--- src/rtl/loop_cntr_ctl_pkg.sv ---
// Shared definitions for the loop-counter controller: default widths, reset count and FSM encoding.
// Optional build macro: CNT_ZERO_FULL_EN (a loaded 0 means 2^CW iterations).
package loop_cntr_ctl_pkg;

    localparam int CW_DEF      = 14;
    localparam int RST_CNT_DEF = 0;

    typedef enum logic [1:0] {
        ST_IDLE = 2'b00,
        ST_RUN  = 2'b01,
        ST_LAST = 2'b10
    } cntr_state_e;

endpackage

--- src/rtl/loop_cntr_ctl_cntr_dec.sv ---
// Combinational CNTR decrement with wrap/hold select, plus last-iteration compare on a candidate next value.
// Optional build macro: CNT_ZERO_FULL_EN selects 0 = 2^CW iterations instead of 0 treated as 1.
module loop_cntr_ctl_cntr_dec #(
    parameter int CW = 14
) (
    input  logic [CW-1:0] cur_i,
    input  logic [CW-1:0] nxt_i,
    output logic [CW-1:0] dec_o,
    output logic          nxt_last_o
);

    localparam logic [CW-1:0] CNT_ONE  = {{(CW-1){1'b0}}, 1'b1};
    localparam logic [CW-1:0] CNT_ZERO = {CW{1'b0}};

`ifdef CNT_ZERO_FULL_EN
    // Only 1 terminates; 0 wraps to all-ones so it runs the full 2^CW iterations.
    always_comb begin
        dec_o      = cur_i;
        nxt_last_o = 1'b0;
        if (cur_i == CNT_ONE) begin
            dec_o = cur_i;
        end else begin
            dec_o = cur_i - CNT_ONE;
        end
        nxt_last_o = (nxt_i == CNT_ONE);
    end
`else
    // 0 behaves as 1: both are terminal and both hold on a further decrement.
    always_comb begin
        dec_o      = cur_i;
        nxt_last_o = 1'b0;
        if ((cur_i == CNT_ONE) || (cur_i == CNT_ZERO)) begin
            dec_o = cur_i;
        end else begin
            dec_o = cur_i - CNT_ONE;
        end
        nxt_last_o = (nxt_i == CNT_ONE) || (nxt_i == CNT_ZERO);
    end
`endif

endmodule

--- src/rtl/loop_cntr_ctl.sv ---
// Active loop-counter register (CNTR) with count-stack push/pop handshake, CE decode and sticky flags.
// Optional build macro: CNT_ZERO_FULL_EN (see loop_cntr_ctl_cntr_dec).
module loop_cntr_ctl
    import loop_cntr_ctl_pkg::*;
#(
    parameter int CW      = CW_DEF,
    parameter int RST_CNT = RST_CNT_DEF
) (
    input  logic          DSPCLK,
    input  logic          T_RST,
    input  logic          cntr_we,
    input  logic [CW-1:0] cntr_din,
    input  logic          cnt_dec,
    input  logic          loop_pop,
    input  logic          flag_clr,
    input  logic          CNT_full,
    input  logic          CNT_empty,
    input  logic [CW-1:0] TopCNT,
    output logic [CW-1:0] CNTin,
    output logic          PushCNT_EN,
    output logic          PopCNT_EN,
    output logic          CNS_CKenb,
    output logic [CW-1:0] cntr_q,
    output logic          cnt_vld,
    output logic          CE,
    output logic          cnt_ovf,
    output logic          cnt_unf
);

    localparam logic [CW-1:0] RST_VAL = CW'(RST_CNT);

    cntr_state_e   state_q, state_d;
    logic [CW-1:0] cntr_d;
    logic          vld_q, vld_d;
    logic          ce_q, ce_d;
    logic          ovf_q, ovf_d;
    logic          unf_q, unf_d;
    logic          push_s, pop_s;
    logic          ovf_set_s, unf_set_s;
    logic [CW-1:0] dec_s;
    logic          nxt_last_s;

    loop_cntr_ctl_cntr_dec #(
        .CW (CW)
    ) u_cntr_dec (
        .cur_i      (cntr_q),
        .nxt_i      (cntr_d),
        .dec_o      (dec_s),
        .nxt_last_o (nxt_last_s)
    );

    // Next-state: priority reset > write > pop > decrement; stack requests are combinational.
    always_comb begin
        push_s    = 1'b0;
        pop_s     = 1'b0;
        cntr_d    = cntr_q;
        vld_d     = vld_q;
        ovf_set_s = 1'b0;
        unf_set_s = 1'b0;
        if (T_RST) begin
            cntr_d = RST_VAL;
            vld_d  = 1'b0;
        end else if (cntr_we) begin
            cntr_d = cntr_din;
            vld_d  = 1'b1;
            // A write with a same-cycle pop nets out to no stack traffic.
            if (vld_q && !loop_pop) begin
                if (CNT_full) begin
                    ovf_set_s = 1'b1;
                end else begin
                    push_s = 1'b1;
                end
            end else begin
                push_s = 1'b0;
            end
        end else if (loop_pop) begin
            if (!CNT_empty) begin
                pop_s  = 1'b1;
                cntr_d = TopCNT;
                vld_d  = 1'b1;
            end else begin
                vld_d     = 1'b0;
                unf_set_s = !vld_q;
            end
        end else if (cnt_dec && vld_q) begin
            cntr_d = dec_s;
        end else begin
            cntr_d = cntr_q;
        end
    end

    // FSM state, registered CE and sticky flags derived from the next CNTR contents.
    always_comb begin
        state_d = state_q;
        if (!vld_d) begin
            state_d = ST_IDLE;
        end else if (nxt_last_s) begin
            state_d = ST_LAST;
        end else begin
            state_d = ST_RUN;
        end
        ce_d = (state_d == ST_LAST);
        if (T_RST) begin
            ovf_d = 1'b0;
            unf_d = 1'b0;
        end else begin
            ovf_d = ovf_set_s | (ovf_q & ~flag_clr);
            unf_d = unf_set_s | (unf_q & ~flag_clr);
        end
    end

    // Register file for CNTR, FSM and flags; reset is synchronous.
    always_ff @(posedge DSPCLK) begin
        if (T_RST) begin
            state_q <= ST_IDLE;
            cntr_q  <= RST_VAL;
            vld_q   <= 1'b0;
            ce_q    <= 1'b0;
            ovf_q   <= 1'b0;
            unf_q   <= 1'b0;
        end else begin
            state_q <= state_d;
            cntr_q  <= cntr_d;
            vld_q   <= vld_d;
            ce_q    <= ce_d;
            ovf_q   <= ovf_d;
            unf_q   <= unf_d;
        end
    end

    assign CNTin      = cntr_q;
    assign PushCNT_EN = push_s;
    assign PopCNT_EN  = pop_s;
    assign CNS_CKenb  = !(push_s || pop_s);
    assign cnt_vld    = vld_q;
    assign CE         = ce_q;
    assign cnt_ovf    = ovf_q;
    assign cnt_unf    = unf_q;

endmodule

--- config.mk ---
export PLATFORM = sky130hd
export DESIGN_NAME = loop_cntr_ctl
export DESIGN_NICKNAME = d
export VERILOG_FILES = /design/src/rtl/loop_cntr_ctl_pkg.sv /design/src/rtl/loop_cntr_ctl_cntr_dec.sv /design/src/rtl/loop_cntr_ctl.sv
export SDC_FILE = /design/constraint.sdc
export NUM_CORES = 1
export LEC_CHECK = 0
export BUFFER_PORTS_ARGS = -buffer_cell sky130_fd_sc_hd__buf_2
export CORE_UTILIZATION = 42
export DETAILED_ROUTE_END_ITERATION = 10
export PLACE_DENSITY = 0.81
export SYNTH_ARGS = -nofsm -noshare
export SYNTH_HDL_FRONTEND = slang
export SYNTH_SLANG_ARGS = --single-unit
--- constraint.sdc ---
create_clock -name DSPCLK -period 2.3 [get_ports DSPCLK]
set_clock_uncertainty 0.05 [all_clocks]
set_input_delay 0.115 -clock DSPCLK [delete_from_list [all_inputs] [get_ports DSPCLK]]
set_output_delay 0.115 -clock DSPCLK [all_outputs]
set_load 0.01 [all_outputs]
==> impl_metrics.toml <==
[drt]
vias = 1854
routedWlPerCell_um = 15.93
totalWireLength_um = 5241
drtIter0Drc = 103
drc_errors = 0
drtPass1Iterations = 4
avgViaCountPerCell = 5.635
ant_nets = 0

[cts]
h-tree-depth = 1
cts.clk_slew.worst_paths_ns = 0.11
clock_sinks = 18
clkLatencyLatePin_ns = 0.30
tritoncts = "built"
cts-root-buf = "clkbuf_4"
clock_path_buffers = 2
cts_buffers = 3

[sta]
rsz0062_at_grt = "yes"
finalCritPeriodShare = 1.021
setup_viol_count_final = 1
final_max_slew_viol_count = 0
fmax_ghz = 0.4256
setup_ws_ns = -0.04944
finalCriticalPeriod_ns = 2.349
worstMarginPinSlew_ns = 0.4875
tns_ns = -0.04944
finalHoldViolCount = 0
maxSlewHeadroom = 0.6699

[layout]
diodes = 0
stdcell_count = 329
final_util = 0.6315
area_growth_pct = 40.28
drive_gt1_frac = 0.4735
nNetsFinal = 322

[logic_synthesis]
yosysUniqueCellTypes = 61
yosysSeqAreaShare = 0.2343
netlist_area_mm2 = 0.001538
synth.avg_cell_area_um2 = 8.009
async_flop_share = 0
ys_seq_elements = 18
synth-main-ff-cell = "dfxtp_1"
synth_edf_count = 0
syn-num-nets = 230
synth_cells = 192
yosysWarnings = 0

[min_path]
worstHoldPathCells = 3
hold_path_end = "CNTin[0]"
hp-class = "in2reg"
hp-start = "cntr_din[0]"

[floorplan]
core-area_mm2 = 0.003416
initial_core_util = 0.4502
dieArea_mm2 = 0.003908
rows = 21
dieHeight_um = 62.51
io_pins = 71
die_x_um = 62.51

[grt]
grt_overflow = 0
gr-usage-all-layers = 0.2666
grt_pass1_wl_um = 8135
grt_pass1_vias = 1726
grt_max_degree = 17
antenna_found_initial = 0

[setup_path]
r2r_start = "CNTin[12]"
arrival_ns = 2.51
end_kind = "flip-flop"
r2r_cells = 7
r2r_end = "CE"
crit_required_ns = 2.46
crit_type = "reg2reg"
start_kind = "flip-flop"
crit_path_max_fanout = 4
rrSetupSlack_ns = -0.05

[power]
p_per_area_mw_per_mm2 = 455.0
p_total_mw = 0.9814
power.static_leakage_nw = 1.045
peakVddDrop_v = 0.0002833

[run_status]
outcome = "finished with violations"
violations = "negative setup slack"

[job]
maxCapViolCount = 0

[place]
port_buffers = 70
dp_cells = 317
gp_congestion = 0.9565
dp_hpwl_um = 4083
what timing repair did:
action,4_1_cts,5_1_grt
hold buffers,4,0
setup endpoints to repair,1,1
gates resized for setup,4,5
pin swaps,0,7
setup buffers,0,4
endpoints found under the hold margin,4,0
power breakdown:
part	total, mW	internal [mW]	leakage (nW)	switching, mW
combinational	0.415	0.198	0.875	0.217
sequential	0.359	0.335	0.150	0.0239
clock	0.208	0.0966	0.0210	0.111
cells in the final DEF (no fill, tap or decap), drive strengths merged, types with 2 or more instances in the layout:
| master | instances |
|---|---|
| buf | 105 |
| nand2 | 20 |
| nor2 | 20 |
| dfxtp | 18 |
| o21ai | 9 |
| nor3 | 8 |
| nor4 | 8 |
| a21oi | 7 |
| nand3 | 7 |
| inv | 6 |
| mux2i | 6 |
| a211oi | 5 |
| nor2b | 4 |
| xnor2 | 4 |
| dlygate4sd3 | 4 |
| mux2 | 4 |
| clkbuf | 4 |
| nand3b | 3 |
| or4 | 3 |
| or2 | 2 |
| nand2b | 2 |
| o32a | 2 |
| a22oi | 2 |
| o211a | 2 |
| o22ai | 2 |
| ha | 2 |
| or3 | 2 |
| a221oi | 2 |
synthesized netlist by cell type, types with 2 or more instances:
library cell	count	area, um2
nand2_1	20	75.07
nor2_1	19	71.32
dfxtp_1	18	360.4
buf_4	14	105.1
o21ai_0	9	45.04
a21oi_1	7	35.03
nand3_1	7	35.03
nor3_1	7	35.03
inv_1	6	22.52
mux2i_1	6	60.06
nor4_1	6	37.54
a211oi_1	4	30.03
nor2b_1	4	25.02
xnor2_1	4	35.03
mux2_2	3	33.78
nand3b_1	3	22.52
a22oi_1	2	15.01
clkbuf_1	2	7.510
clkbuf_8	2	27.53
ha_1	2	25.02
nand2b_1	2	12.51
o211a_1	2	20.02
o22ai_1	2	12.51
o32a_1	2	20.02
or2_2	2	12.51
or4_4	2	22.52
per-stage QoR:
step | instance area, um2 | hold slack (ns) | setup slack [ns]
floorplan | 1538 | 0.1442 | 0.03610
global placement | 2013 | 0.2976 | -0.01687
detailed placement | 2013 | 0.2851 | -0.03608
CTS | 2102 | 0.01375 | -0.01944
global route | 2157 | 0.01645 | -0.1202
finish | 2157 | 0.01388 | -0.04944
sequential cells by signal, indices dropped and copies added (netlist names):
name     count
cnt_ovf      1
CNTin       14
cnt_vld      1
cnt_unf      1
CE           1
layout make-up:
class / count / area, um2
Clock buffer: 4 / 36.28
Fill cell: 297 / 1259
Inverter: 6 / 22.52
Multi-Input combinational cell: 146 / 1025
Sequential cell: 18 / 362.8
Tap cell: 46 / 57.56
Timing Repair Buffer: 109 / 653.1
logic make-up (layout without fill, tap and decap cells):
kind of cell,Yosys count,count (layout),synth area share
mux,10,10,0.07079
fa+ha+maj,2,2,0.01627
compound gates,45,45,0.2229
flops,18,18,0.2343
buf+inv,28,119,0.1220
xor+xnor,4,4,0.02278
simple gates,85,85,0.3108
worst max-delay path by stage:
| stage | slack (ns) | from | depth (start not counted) | endpoint |
|---|---|---|---|---|
| after CTS | -0.02 | CNTin[9] | 7 | CE |
| final | -0.05 | CNTin[12] | 7 | CE |
| after global routing | -0.12 | CNTin[12] | 7 | CE |
| after global placement | -0.02 | CNTin[9] | 7 | CE |
| after detailed placement | -0.04 | CNTin[9] | 7 | CE |
| after floorplan | 0.04 | CNTin[7] | 7 | CE |
routing by layer:
metal	GRT usage	up-vias	wire (um)	part of all wire
met2	0.4429	105	2491	0.48
li1	-	890	-	-
met5	0	-	0	0
met3	0.05474	16	505	0.096
met4	0.1134	0	131	0.025
met1	0.3311	843	2114	0.40
critical path: stages, from the launching register on:
cell and delay, ns:
dfxtp_2 0.36, or4_4 0.57, nor3_4 0.21, and4bb_1 0.25, mux2_4 0.31, a221oi_4 0.25
nor4_2 0.06, and4_1 0.18
(Power assumes the default switching activity.)
